==> config.mk <==
export PLATFORM = sky130hd
export DESIGN_NAME = serial_adder
export DESIGN_NICKNAME = d
export VERILOG_FILES = /design/src/rtl/serial_adder_pkg.sv /design/src/rtl/serial_fa_cell.sv /design/src/rtl/serial_adder.sv
export SDC_FILE = /design/constraint.sdc
export NUM_CORES = 1
export LEC_CHECK = 0
export ABC_CLOCK_PERIOD_IN_PS = 1200
export CAP_MARGIN = 0
export CORE_ASPECT_RATIO = 1.25
export CORE_MARGIN = 4
export CORE_UTILIZATION = 46
export DETAILED_ROUTE_END_ITERATION = 7
export PLACE_DENSITY_LB_ADDON = 0.05
export SYNTH_ARGS = -nofsm -noshare
export SYNTH_HDL_FRONTEND = slang
export SYNTH_SLANG_ARGS = --single-unit
==> constraint.sdc <==
create_clock -name clk -period 1.2 [get_ports clk]
set_input_delay 0.24 -clock clk [delete_from_list [all_inputs] [get_ports clk]]
set_output_delay 0.24 -clock clk [all_outputs]
set_load 0.01 [all_outputs]
==> src/rtl/serial_adder_pkg.sv <==
// Shared types and constants for the bit-serial adder.
package serial_adder_pkg;

  typedef enum logic [1:0] {
    IDLE = 2'd0,
    RUN  = 2'd1,
    DONE = 2'd2
  } state_e;

  localparam int unsigned DEFAULT_WIDTH = 8;

  // Bit counter width; never narrower than one bit.
  function automatic int unsigned clog2(input int unsigned w);
    int unsigned r;
    r = 0;
    while ((64'd1 << r) < 64'(w)) r++;
    return (r == 0) ? 1 : r;
  endfunction

endpackage

==> src/rtl/serial_fa_cell.sv <==
// One-bit combinational full adder used as the serial adder's datapath cell.
module serial_fa_cell (
  input  logic a,
  input  logic b,
  input  logic c,
  output logic s,
  output logic co
);

  always_comb begin
    s  = a ^ b ^ c;
    co = (a & b) | (a & c) | (b & c);
  end

endmodule

==> src/rtl/serial_adder.sv <==
// Bit-serial WIDTH-bit adder with start/busy/done handshake.
// Optional signed-overflow output enabled by defining SERIAL_ADDER_OVF_EN.
module serial_adder
  import serial_adder_pkg::*;
#(
  parameter int unsigned WIDTH = DEFAULT_WIDTH
) (
  input  logic             clk,
  input  logic             rst_n,
  input  logic             start,
  input  logic [WIDTH-1:0] a,
  input  logic [WIDTH-1:0] b,
  input  logic             ci,
  output logic             busy,
  output logic             done,
  output logic [WIDTH-1:0] sum,
  output logic             co
`ifdef SERIAL_ADDER_OVF_EN
  ,
  output logic             ovf
`endif
);

  localparam int unsigned    CW   = clog2(WIDTH);
  localparam logic [CW-1:0] LAST = CW'(WIDTH - 1);

  state_e           state_q, state_d;
  logic [WIDTH-1:0] a_sr_q, a_sr_d;
  logic [WIDTH-1:0] b_sr_q, b_sr_d;
  logic [WIDTH-2:0] res_q, res_d;
  logic             c_q, c_d;
  logic [CW-1:0]    cnt_q, cnt_d;
  logic [WIDTH-1:0] sum_q, sum_d;
  logic             co_q, co_d;
`ifdef SERIAL_ADDER_OVF_EN
  logic             ovf_q, ovf_d;
`endif

  logic             cell_s, cell_co;
  logic [WIDTH-1:0] shift_w;

  serial_fa_cell u_cell (
    .a  (a_sr_q[0]),
    .b  (b_sr_q[0]),
    .c  (c_q),
    .s  (cell_s),
    .co (cell_co)
  );

  // The result register holds WIDTH-1 bits; the final sum bit joins it
  // directly on the way into sum.
  always_comb shift_w = {cell_s, res_q};

  always_comb begin
    state_d = state_q;
    a_sr_d  = a_sr_q;
    b_sr_d  = b_sr_q;
    res_d   = res_q;
    c_d     = c_q;
    cnt_d   = cnt_q;
    sum_d   = sum_q;
    co_d    = co_q;
`ifdef SERIAL_ADDER_OVF_EN
    ovf_d   = ovf_q;
`endif
    case (state_q)
      IDLE, DONE: begin
        if (start) begin
          state_d = RUN;
          a_sr_d  = a;
          b_sr_d  = b;
          c_d     = ci;
          cnt_d   = '0;
        end else begin
          state_d = IDLE;
        end
      end
      RUN: begin
        a_sr_d = {1'b0, a_sr_q[WIDTH-1:1]};
        b_sr_d = {1'b0, b_sr_q[WIDTH-1:1]};
        res_d  = shift_w[WIDTH-1:1];
        c_d    = cell_co;
        cnt_d  = cnt_q + CW'(1);
        if (cnt_q == LAST) begin
          state_d = DONE;
          sum_d   = shift_w;
          co_d    = cell_co;
`ifdef SERIAL_ADDER_OVF_EN
          ovf_d   = c_q ^ cell_co;
`endif
        end
      end
      default: state_d = IDLE;
    endcase
  end

  always_ff @(posedge clk) begin
    if (!rst_n) begin
      state_q <= IDLE;
      a_sr_q  <= '0;
      b_sr_q  <= '0;
      res_q   <= '0;
      c_q     <= 1'b0;
      cnt_q   <= '0;
      sum_q   <= '0;
      co_q    <= 1'b0;
`ifdef SERIAL_ADDER_OVF_EN
      ovf_q   <= 1'b0;
`endif
    end else begin
      state_q <= state_d;
      a_sr_q  <= a_sr_d;
      b_sr_q  <= b_sr_d;
      res_q   <= res_d;
      c_q     <= c_d;
      cnt_q   <= cnt_d;
      sum_q   <= sum_d;
      co_q    <= co_d;
`ifdef SERIAL_ADDER_OVF_EN
      ovf_q   <= ovf_d;
`endif
    end
  end

  always_comb begin
    busy = (state_q == RUN);
    done = (state_q == DONE);
    sum  = sum_q;
    co   = co_q;
`ifdef SERIAL_ADDER_OVF_EN
    ovf  = ovf_q;
`endif
  end

endmodule

# [Yosys cells after proc, flatten, opt, wreduce, memory -nomap -nowiden]
# Cells that the tools add are included.
# Widths: inputs -> output; s select.
[word_totals] regBits=38 wordCells=37 output_inout_bits=11
[op_classes] bitwise=7 addsub=1 reduce_logical=5 mux=11 eq_ne=5
[op_table] op="$pmux 8 s2" n=2
[op_table] op="$mux 8" n=2
[op_table] op="$pmux 3 s2" n=1
[op_table] op="$pmux 2 s2" n=1
[op_table] op="$reduce_and 2->1" n=2
[op_table] op="$add 3x1->3 const B" n=1
[op_table] op="$and 1x1->1" n=3
[op_table] op="$eq 3x3->1 const B" n=1
[op_table] op="$mux 3" n=1
[op_table] op="$eq 2x1->1 const B" n=1
[op_table] op="$eq 2x2->1 const B" n=1
[op_table] op="$logic_not 2->1" n=1
[op_table] op="$mux 1" n=2
[op_table] op="$mux 2" n=1
[op_table] op="$ne 2x1->1 const B" n=1
[op_table] op="$ne 2x2->1 const B" n=1
[op_table] op="$or 1x1->1" n=2
[op_table] op="$pmux 1 s2" n=1
[op_table] op="$reduce_bool 2->1" n=1
[op_table] op="$reduce_or 2->1" n=1
[op_table] op="$xor 1x1->1" n=2

# [Longest topological paths before layout]
[logic_depth] word_depth=4 mapped_depth=6

# [Cells and area by module]
# Synthesis repeated with hierarchy kept, for this count alone.
[unflattened] cells_unflattened=189 area_unflattened_um2=1662.8
[by_module_without_submodules] module="serial_adder" n_inst=1 area_each_um2=1642.8 cells_per_inst=188
[by_module_without_submodules] module="serial_fa_cell" n_inst=1 area_each_um2=20.0 cells_per_inst=1

# [Worst setup path after synthesis]
# No wires, ideal clock.
[synth_timing] kind="register -> register" from="reg cnt_q[0]" to="reg co_q, in the netlist co" path_stages_with_launch=6 arrival_ps=1102 synth_period_minus_slack_ps=1168 setup_ps=66 n_path_buf=0 setup_slack_ps=32 cell_sequence="dfxtp_1 ha_1 ha_1 nand3b_1 nand2_1 a21boi_2"
[synth_via] elab_chain_len=2
[synth_rtl] item="from (decl)" line="serial_adder.sv:32" source="logic [CW-1:0] cnt_q, cnt_d;"
[synth_rtl] item="from (signal assigned)" line="serial_adder.sv:116" source="cnt_q <= cnt_d;"
[synth_rtl] item="$eq 3x3->1" line="serial_adder.sv:84" source="if (cnt_q == LAST) begin"
[synth_rtl] item="$reduce_and 2->1 (no line)"
[synth_rtl] item="to (signal assigned)" line="serial_adder.sv:118" source="co_q <= co_d;"
[synth_rtl] item="to (decl)" line="serial_adder.sv:34" source="logic co_q, co_d;"
# No other way between the ends.
# A chain may end at the register's enable or synchronous reset.

# [Worst setup path after layout]
[layout_timing] from="reg cnt_q[0]" to="reg state_q[0]"
[layout_via] elab_chain_len=2
[layout_rtl] item="$eq 3x3->1" line="serial_adder.sv:84"
[layout_rtl] item="$ne 2x1->1 (no line)"
[layout_rtl] item="to (signal assigned)" line="serial_adder.sv:111" source="state_q <= state_d;"
[layout_rtl] item="to (decl)" line="serial_adder.sv:27" source="state_e state_q, state_d;"
# No other way between the ends.

==> impl_metrics.toml <==
[status]
status = "complete, no violations"

[worst_setup_path]
reg2reg_to = "state_q[0]$_SDFFE_PN0P_"
end_kind = "flip-flop"
timing.rr.start = "cnt_q[0]$_SDFFE_PN0P_"
required_ns = 1.43
startpoint = "cnt_q[0]$_SDFFE_PN0P_"
worstPathMaxFanout = 2
crit_end = "state_q[0]$_SDFFE_PN0P_"
r2r_setup_slack_ns = 0.003
critPathKind = "flip-flop to flip-flop"
critPathArrivalTime_ns = 1.43
reg2reg_depth = 6
startpoint_type = "flip-flop"

[logic_synthesis]
synth_cell_types = 25
yosysTopAreaCell = "dfxtp_1"
async_flop_share = 0
synth_top_area_frac = 0.457
yosysSeqAreaShare = 0.457
synth_edf_count = 0
post_synth.cell_area_avg_sq_um = 8.80
synth_nets = 212
synth_area_sq_um = 1660
ys.flop_type = "dfxtp_1"
synthCells = 189
ys.warnings.count = 0
ys_seq_elements = 38
synthTopCellsByArea = "dfxtp_1, nand2_1, a21boi_2"

[placement]
gp_congestion = 0.731
dp_hpwl_mm = 2.37
place_ws_ns = -0.205
port_buffers = 30

[route]
ant_nets = 0
num_vias = 1427
drt_pass1_iterations = 4
via_per_inst = 5.36
drc_errors = 0
finalWirelength_mm = 3.55
wire_per_inst_um = 13.3
dr.first_iter.drc_count = 33

[grt]
grtUsageTotal = 0.169
grtUsageMet2 = 0.313
grt_first_pass_wirelength_mm = 5.80
grt_pass1_vias = 1375
grt_antenna_before_repair = 0
met3_usage = 0.0377
grt_use_met1 = 0.166
grt_max_degree = 25
grt_overflow = 0
grt_busiest_layer = "met2"

[sta]
hold_viol_final = 0
finalSetupTns_ns = 0
finalSetupViolations = 0
worst_slack_ns = 0.00272
fmax_ghz = 0.835
whs_ns = 0.458
period_minus_slack_ns = 1.20
fin_crit_sh = 0.998
rsz0062_at_grt = "yes"
finClkSkew_ns = 0.00271
tightest_slew_ns = 0.238
slew_viol_final = 0
slew-limit-headroom = 0.841

[pwr]
power_w = 0.00255
peakVddDrop_v = 0.000780
p_leak_nw = 0.817
p_per_area_nw_per_um2 = 1120

[layout]
nNetsFinal = 250
area_growth_pct = 36.6
n_antenna_cell = 0
drive_above_1_share = 0.295

[clocking]
clockRootBuffer = "clkbuf_8"
cts_num_sinks = 38
cts_made_buffers = 5
clkTransAtPathRegs_ns = 0.07
insertion_delay_ns = 0.29
holdBufCountCts = 0
htreeDepth = 2
cts_tree = "done"
clockBufferDepth = 2

[floorplanning]
die-area_sq_um = 4650
die_height_um = 75.2
initial_core_util = 0.477
core_area_sq_um = 3480
top_level_ports = 31
rows = 24
die_w_um = 61.8

[worst_hold_path]
hp-class = "flip-flop to flip-flop"

[job]
cap_violations = 0
==> sequential cells by signal, summed over array words and instances, names as in the netlist <==
register,count
co,1
cnt_q,3
state_q,2
c_q,1
a_sr_q,8
res_q,7
b_sr_q,8
sum,8
==> critical path: stages (launching register included) <==
cell     delay [ns]
dfxtp_2        0.34
ha_4           0.16
ha_4           0.15
buf_4          0.13
buf_4          0.13
o21ai_2        0.10
and2_1         0.13
==> power breakdown <==
group | internal [W] | leakage, nW | switching (W)
clock | 0.000400 | 0.0383 | 0.000409
combinational | 0.000197 | 0.466 | 0.000183
sequential | 0.00133 | 0.313 | 0.0000380
==> layout make-up <==
type	count	area (sq um)
multi-input cells	134	906
well taps	39	48.8
flip-flops and latches	38	769
fillers	296	1210
inverters	1	5.00
repair buffers	47	465
clock buffers	7	76.3
==> placed cells by master (no fill, tap or decap), types with 2 or more instances in the layout <==
master / synthesis / routed
nand2_1: 57 / 48
dfxtp_1: 38 / 31
clkdlybuf4s50_1: 0 / 19
a31oi_1: 15 / 15
o21ai_0: 16 / 14
a21boi_1: 9 / 10
nand3_2: 9 / 9
a21boi_2: 9 / 9
buf_4: 4 / 9
nand2_4: 0 / 8
dfxtp_2: 0 / 7
buf_6: 2 / 7
clkdlybuf4s15_1: 0 / 7
clkbuf_8: 0 / 5
nand3_1: 4 / 4
nand2b_4: 0 / 2
and3_1: 2 / 2
ha_4: 0 / 2
clkbuf_1: 4 / 2
buf_12: 0 / 2
==> worst min-delay path by stage <==
stage / from / end / slack (ns) / cells past startpoint
finish: sum[6]$_SDFFE_PN0P_ / sum[6]$_SDFFE_PN0P_ / 0.46 / 2
global route: sum[6]$_SDFFE_PN0P_ / sum[6]$_SDFFE_PN0P_ / 0.48 / 2
CTS: sum[6]$_SDFFE_PN0P_ / sum[6]$_SDFFE_PN0P_ / 0.46 / 2
detailed placement: res_q[0]$_SDFFE_PN0P_ / sum[0]$_SDFFE_PN0P_ / 0.46 / 2
global placement: res_q[0]$_SDFFE_PN0P_ / sum[0]$_SDFFE_PN0P_ / 0.45 / 2
floorplan: a[7] / a_sr_q[7]$_SDFFE_PN0P_ / 0.38 / 2
==> Yosys cell counts (4+ instances only) <==
cell type	number
clkbuf_1	4
o21ai_0	16
nand3_1	4
a21boi_1	9
nand3_2	9
buf_4	4
nand2_1	57
a21boi_2	9
dfxtp_1	38
buf_2	4
a31oi_1	15
==> repair_timing <==
| action | in CTS | in global routing |
|---|---|---|
| pin swaps | 17 | 10 |
| cloned | 1 | 1 |
| endpoints found under the setup margin | 30 | 40 |
| buffers inserted | 3 | 0 |
| resized for setup | 46 | 30 |
==> stage by stage <==
step	area [sq um]	instances	utilization
detailed placement	2030	256	0.584
floorplan	1660	189	-
CTS	2240	267	0.644
global route	2270	266	0.652
finish	2270	266	0.652
global placement	2030	256	0.584
==> logic make-up (layout without fill, tap and decap cells) <==
logic type,after synthesis,in the layout,share of synthesized area
and+or+nand+nor,79,79,0.228
adders and majority gates,3,3,0.0271
buffers and inverters,17,55,0.0677
DFF,38,38,0.457
AOI/OAI and AO/OA,52,52,0.220
==> layer usage <==
metal	vias to the layer above	wire (um)
met3	7	155
met5	-	0
met4	0	61
met2	27	2030
li1	714	-
met1	679	1300
No activity file was read; power rests on OpenSTA's default activity.
